$ cat src/rtl/alu_reservation_station.sv
// ALU reservation station with CDB snooping and a registered result slot.
// Issues go to the lowest free entry; the lowest ready entry dispatches first.
package lc3b_types;
    typedef struct packed {
        logic        valid;
        logic [2:0]  tag;
        logic [15:0] data;
    } CDB;
endpackage

module alu_reservation_station
    import lc3b_types::*;
#(
    parameter int ENTRIES = 3
) (
    input  logic        clk,
    input  logic        reset_n,
    input  logic        issue_valid,
    input  logic [1:0]  issue_op,
    input  logic [2:0]  issue_dest,
    input  logic        issue_j_rdy,
    input  logic        issue_k_rdy,
    input  logic [15:0] issue_Vj,
    input  logic [15:0] issue_Vk,
    input  logic [2:0]  issue_Qj,
    input  logic [2:0]  issue_Qk,
    output logic        rs_full,
    input  CDB          CDB_in,
    output CDB          RS_CDB_out,
    input  logic        RS_flush,
    input  logic        flush_all
);

    localparam int IW = (ENTRIES > 1) ? $clog2(ENTRIES) : 1;

    typedef struct packed {
        logic        busy;
        logic [1:0]  op;
        logic [2:0]  dest;
        logic [15:0] Vj;
        logic [2:0]  Qj;
        logic        j_rdy;
        logic [15:0] Vk;
        logic [2:0]  Qk;
        logic        k_rdy;
    } rs_entry_t;

    rs_entry_t [ENTRIES-1:0] ent_q;
    rs_entry_t [ENTRIES-1:0] ent_d;
    rs_entry_t               new_ent;
    rs_entry_t               disp_ent;

    logic          out_valid_q;
    logic          out_valid_d;
    logic [2:0]    out_tag_q;
    logic [2:0]    out_tag_d;
    logic [15:0]   out_data_q;
    logic [15:0]   out_data_d;

    logic          alloc_ok;
    logic [IW-1:0] alloc_idx;
    logic          disp_ok;
    logic [IW-1:0] disp_idx;
    logic          slot_free;
    logic [15:0]   disp_res;

    function automatic logic [15:0] alu_f(
        input logic [1:0]  op,
        input logic [15:0] a,
        input logic [15:0] b
    );
        logic [15:0] r;
        unique case (op)
            2'b00: r = a + b;
            2'b01: r = a & b;
            2'b10: r = ~a;
            2'b11: r = b;
        endcase
        return r;
    endfunction

    // Pick lowest free slot for issue and lowest ready slot for dispatch.
    always_comb begin
        alloc_ok  = 1'b0;
        alloc_idx = '0;
        disp_ok   = 1'b0;
        disp_idx  = '0;
        for (int i = ENTRIES - 1; i >= 0; i--) begin
            if (!ent_q[i].busy) begin
                alloc_ok  = 1'b1;
                alloc_idx = IW'(i);
            end
            if (ent_q[i].busy && ent_q[i].j_rdy && ent_q[i].k_rdy) begin
                disp_ok  = 1'b1;
                disp_idx = IW'(i);
            end
        end
    end

    assign rs_full   = ~alloc_ok;
    assign slot_free = ~out_valid_q | RS_flush;
    assign disp_ent  = ent_q[disp_idx];
    assign disp_res  = alu_f(disp_ent.op, disp_ent.Vj, disp_ent.Vk);

    // Build the incoming entry, bypassing operands broadcast this cycle.
    always_comb begin
        new_ent       = '0;
        new_ent.busy  = 1'b1;
        new_ent.op    = issue_op;
        new_ent.dest  = issue_dest;
        new_ent.Vj    = issue_Vj;
        new_ent.Qj    = issue_Qj;
        new_ent.j_rdy = issue_j_rdy;
        new_ent.Vk    = issue_Vk;
        new_ent.Qk    = issue_Qk;
        new_ent.k_rdy = issue_k_rdy;
        if (!issue_j_rdy && CDB_in.valid && CDB_in.tag == issue_Qj) begin
            new_ent.Vj    = CDB_in.data;
            new_ent.j_rdy = 1'b1;
        end
        if (!issue_k_rdy && CDB_in.valid && CDB_in.tag == issue_Qk) begin
            new_ent.Vk    = CDB_in.data;
            new_ent.k_rdy = 1'b1;
        end
    end

    // Next state: squash wins, else snoop, dispatch and issue together.
    always_comb begin
        ent_d       = ent_q;
        out_valid_d = out_valid_q;
        out_tag_d   = out_tag_q;
        out_data_d  = out_data_q;
        if (flush_all) begin
            ent_d       = '0;
            out_valid_d = 1'b0;
            out_tag_d   = '0;
            out_data_d  = '0;
        end else begin
            for (int i = 0; i < ENTRIES; i++) begin
                if (ent_q[i].busy && CDB_in.valid) begin
                    if (!ent_q[i].j_rdy && CDB_in.tag == ent_q[i].Qj) begin
                        ent_d[i].Vj    = CDB_in.data;
                        ent_d[i].j_rdy = 1'b1;
                    end
                    if (!ent_q[i].k_rdy && CDB_in.tag == ent_q[i].Qk) begin
                        ent_d[i].Vk    = CDB_in.data;
                        ent_d[i].k_rdy = 1'b1;
                    end
                end
            end
            if (disp_ok && slot_free) begin
                out_valid_d            = 1'b1;
                out_tag_d              = disp_ent.dest;
                out_data_d             = disp_res;
                ent_d[disp_idx].busy   = 1'b0;
            end else if (out_valid_q && RS_flush) begin
                out_valid_d = 1'b0;
                out_tag_d   = '0;
                out_data_d  = '0;
            end
            if (issue_valid && alloc_ok) begin
                ent_d[alloc_idx] = new_ent;
            end
        end
    end

    // State registers with asynchronous clear.
    always_ff @(posedge clk or negedge reset_n) begin
        if (!reset_n) begin
            ent_q       <= '0;
            out_valid_q <= 1'b0;
            out_tag_q   <= '0;
            out_data_q  <= '0;
        end else begin
            ent_q       <= ent_d;
            out_valid_q <= out_valid_d;
            out_tag_q   <= out_tag_d;
            out_data_q  <= out_data_d;
        end
    end

    // A granted result is hidden in its grant cycle.
    always_comb begin
        RS_CDB_out       = '0;
        RS_CDB_out.valid = out_valid_q & ~RS_flush;
        if (RS_CDB_out.valid) begin
            RS_CDB_out.tag  = out_tag_q;
            RS_CDB_out.data = out_data_q;
        end
    end

endmodule

$ cat config.mk
export PLATFORM = sky130hd
export DESIGN_NAME = alu_reservation_station
export DESIGN_NICKNAME = d
export VERILOG_FILES = /design/src/rtl/alu_reservation_station.sv
export SDC_FILE = /design/constraint.sdc
export NUM_CORES = 1
export LEC_CHECK = 0
export BUFFER_PORTS_ARGS = -buffer_cell sky130_fd_sc_hd__buf_2
export CAP_MARGIN = 20
export CORE_AREA = 2 2 130 132
export DETAILED_ROUTE_END_ITERATION = 12
export DIE_AREA = 0 0 132 134
export GPL_ROUTABILITY_DRIVEN = 1
export PLACE_DENSITY = 0.79
export SLEW_MARGIN = 20
export SYNTH_ARGS = -nofsm -noshare
export SYNTH_HDL_FRONTEND = slang
export SYNTH_SLANG_ARGS = --single-unit
$ cat constraint.sdc
create_clock -name clk -period 3.9 [get_ports clk]
set_input_delay 0.39 -clock clk [delete_from_list [all_inputs] [get_ports clk]]
set_output_delay 0.39 -clock clk [all_outputs]
set_load 0.1 [all_outputs]
==> metrics.md <==
| Metric | Value |
|---|---|
| Status | finished clean |
| P per Cell Area | 378 nW/µm² |
| Post-synthesis async set-or-reset flop share | 100% |
| Antenna-violating nets left | 0 |
| Synth Register Bits | 158 |
| Antenna diodes | 0 |
| Final TNS setup | 0 ns |
| Area grow syn2layout | 11.8% |
| CP top delay family | compound AO/OA/AOI/OAI gates |
| Root buf cell | clkbuf_16 |
| Worst hold path class | in2async |
| Crit Path Class | reg2reg |
| Clock sink total | 158 |
| Non-Filler Instances | 1287 |
| Yosys top cell by area | dfrtp_1 |
| DP Cell Count | 1256 |
| CP Capture Type | flip-flop |
| Clock skew | 0.00969 ns |
| Vias in the first global route | 8322 |
| Via count | between 8000 and 9000 |
| Routability congestion estimate from global placement | 0.949 |
| Crit path DAT | about 4 ns |
| CTS Buf Count | 17 |
| Grt ovf | 0 |
| Period utilization | 91.3% |
| I/O pins | 91 |
| Crit path time final | ~3.6 ns |
| Pin count of the biggest net entering global routing | 86 |
| R2R Path Start | ent_q[137]$_DFF_PN0_ |
| Critical path's slowest cell | fa_1 |
| Rel. slew slack | between 30% and 40% |
| Initial antenna violation count | 0 |
| Routed WL per cell | 21.8 µm |
| Fillers | 1320 |
| H-tree levels | 4 |
| Chip width | 132 µm |
| Crit path buf inv count | 1 |
| Die Y | roughly 130 µm |
| Leakage | 4.95 nW |
| Library cells used by synthesis | 59 |
| Synth Instances | 1015 |
| Yosys top cell area share | 41.4% |
| GRT Overall Usage | 32.2% |
| Mapped Area | roughly 9600 µm² |
| DP HPWL | 18.3 mm |
| Post-route DRC | 0 |
| Worst reg2reg endpoint | out_data_q[10]$_DFFE_PN0P_ |
| Row count | 47 |
| Worst-case vdd ir drop | 0.365 mV |
| Seq/Total Area, Yosys | 41.4% |
| Maxcap violations | 0 |
| Syn_nets | 1102 |
| Slew Viols, Final | 0 |
| Drt initial violations | ~940 |
| Yosys warns | 0 |
| Post-CTS Resized | 0 |
| Fin. Hold Viols | 0 |
| Starting Density | between 50% and 60% |
| Worst R2R Path Depth | 13 |
| EDFF count, synth | 0 |
| Fmax | 281 MHz |
| Total wire length | 28.1 mm |
| Setup slack, reg-to-reg | 0.34 ns |
| Top post-synthesis cells by area | dfrtp_1 (41%), mux2i_1 (12%), o22ai_1 (6.5%), a21oi_1 (5.2%), a211oi_1 (5.1%) |
| Hold buffer count at CTS | 0 |
| Req. time, crit path | 4.27 ns |
| Most frequent CP cell | a21oi_1 |
| Die area | 17700 µm² |
| Core Area | 16300 µm² |
| CP Max Fanout | 30 |
| CTS tree | yes |
| Drt via density | 6.59 |
| Mapped Avg Cell Area | 9.41 µm² |
| Drt first pass iters | 7 |
| Share of cells above drive strength 1 | 15.4% |
| Hold slack final | about 0.015 ns |
| Final setup vio count | 0 |
| First-pass GRT wire length | 45.0 mm |
| Critical path cell sequence | and3_1 -> nand2_1 -> buf_12 -> o22ai_1 -> a21oi_1 -> fa_1 -> a21oi_1 -> nor3_1 -> or3_1 -> a21oi_1 -> xor2_1 -> a221oi_1 -> a22o_1 |
| Final #Nets | 1142 |
| Clk slew on worst S/H paths | 0.06 ns |
| Startpoint Class | flip-flop |
| Postcts setup bufs | 0 |
| Port Buffers | 90 |
| Main flop type after synthesis | dfrtp_1 |
| Slowest cell delay on critical path | 0.48 ns |
| Clk_lat worst skew | 0.43 ns |
| Slew @ Worst Pin | 0.952 ns |
| RSZ-0062 raised after global routing | false |
| CTS Buffer Depth | 2 |
routing by layer:
layer | vias up | share of wire [%] | routed length, µm | global-route usage (%)
li1 | 3825 | - | - | -
met1 | 4106 | 41 | 11500 | 42.8
met2 | 468 | 47 | 13300 | 52.4
met3 | 76 | 8.2 | 2310 | 6.08
met4 | 0 | 3.6 | 1010 | 13.1
met5 | - | 0 | 0 | 0
cell usage in the layout (no fill, tap or decap), types with 4 or more instances in the layout:
cell        instances
nand2b_1            8
mux2i_1           113
or4_1               5
o22ai_1            99
buf_2              89
a22o_1              6
buf_4              23
nand3_1             7
nor2b_1            35
o21ai_0            14
o221ai_1            7
a31oi_1             5
nand2_1            97
a21oi_1            99
xnor2_1             8
dfrtp_1           158
nor2_4              6
a211oi_1           65
a21o_1              8
clkinvlp_4          4
nor3_1              5
o21bai_1            4
nor2_1             46
clkbuf_1            4
xor2_1             26
inv_1               6
and2_1             20
ha_1               16
clkbuf_16          17
and3_1              5
a221oi_1            4
synth_stat cells (4+ instances only):
cell and count:
nand2b_1 8, xnor2_1 8, nor3_1 5, ha_1 16, mux2i_1 113, nand2_1 97, a21oi_1 100, buf_4 4
clkbuf_1 60, nand3_1 7, o221ai_1 7, and2_1 20, xor2_1 26, o22ai_1 99, nor2_4 5, a221oi_1 4
a22o_1 6, nor2_1 47, o21ai_0 14, dfrtp_1 158, buf_6 8, buf_1 10, a211oi_1 65, a21o_1 8
inv_1 6, o21bai_1 4, or4_1 5, and3_1 5, a31oi_1 5, buf_2 13, nor2b_1 35
through the flow:
step | setup slack (ns) | power [W] | utilization [%] | cell area [µm²]
final | 0.340 | 0.00404 | 65.6 | 10700
after global routing | 0.0863 | 0.00417 | 65.6 | 10700
after CTS | 0.402 | 0.00403 | 65.6 | 10700
after detailed placement | 0.440 | 0.00234 | 61.9 | 10100
after global placement | 0.530 | 0.00233 | 61.9 | 10100
after floorplan | 0.449 | 0.00214 | - | 9550
where the power goes:
part / internal, W / switching, W / total, W
combinational: 0.000213 / 0.000362 / 0.000575
clock: 0.00102 / 0.000686 / 0.00171
sequential: 0.00171 / 0.0000473 / 0.00175
total: 0.00294 / 0.00110 / 0.00404
area by class of cell:
cell class	instances	area [µm²]	area share, %
Sequential cell	158	3950	37.0
Clock buffer	22	454	4.25
Inverter	6	22.5	0.211
Timing Repair Buffer	116	689	6.46
Clock inverter	9	138	1.29
Multi-Input combinational cell	756	5150	48.2
Tap cell	220	275	2.58
how the worst max path moves through the flow:
stage / depth (start not counted) / end / slack (ns) / start
floorplan: 14 / out_data_q[10]$_DFFE_PN0P_ / 0.45 / ent_q[45]$_DFF_PN0_
global placement: 13 / out_data_q[10]$_DFFE_PN0P_ / 0.53 / ent_q[112]$_DFF_PN0_
detailed placement: 13 / out_data_q[10]$_DFFE_PN0P_ / 0.44 / ent_q[92]$_DFF_PN0_
CTS: 13 / out_data_q[10]$_DFFE_PN0P_ / 0.40 / ent_q[92]$_DFF_PN0_
global route: 13 / out_data_q[11]$_DFFE_PN0P_ / 0.09 / ent_q[92]$_DFF_PN0_
finish: 13 / out_data_q[10]$_DFFE_PN0P_ / 0.34 / ent_q[137]$_DFF_PN0_
registers in the layout, summed over array words and instances, names as in the netlist:
signal and cells:
ent_q 138, out_data_q 16, out_tag_q 3, out_valid_q 1
cells by family (layout without fill, tap and decap cells):
group,count (synthesis),after routing,share of synthesized area [%]
xor+xnor,34,34,3.12
simple gates,256,256,13.5
mux,113,113,11.8
fa+ha+maj,17,17,2.31
compound gates,336,336,22.9
flops,158,158,41.4
buf+inv,101,153,4.92
Note: power is estimated with default switching activity, not from simulation.
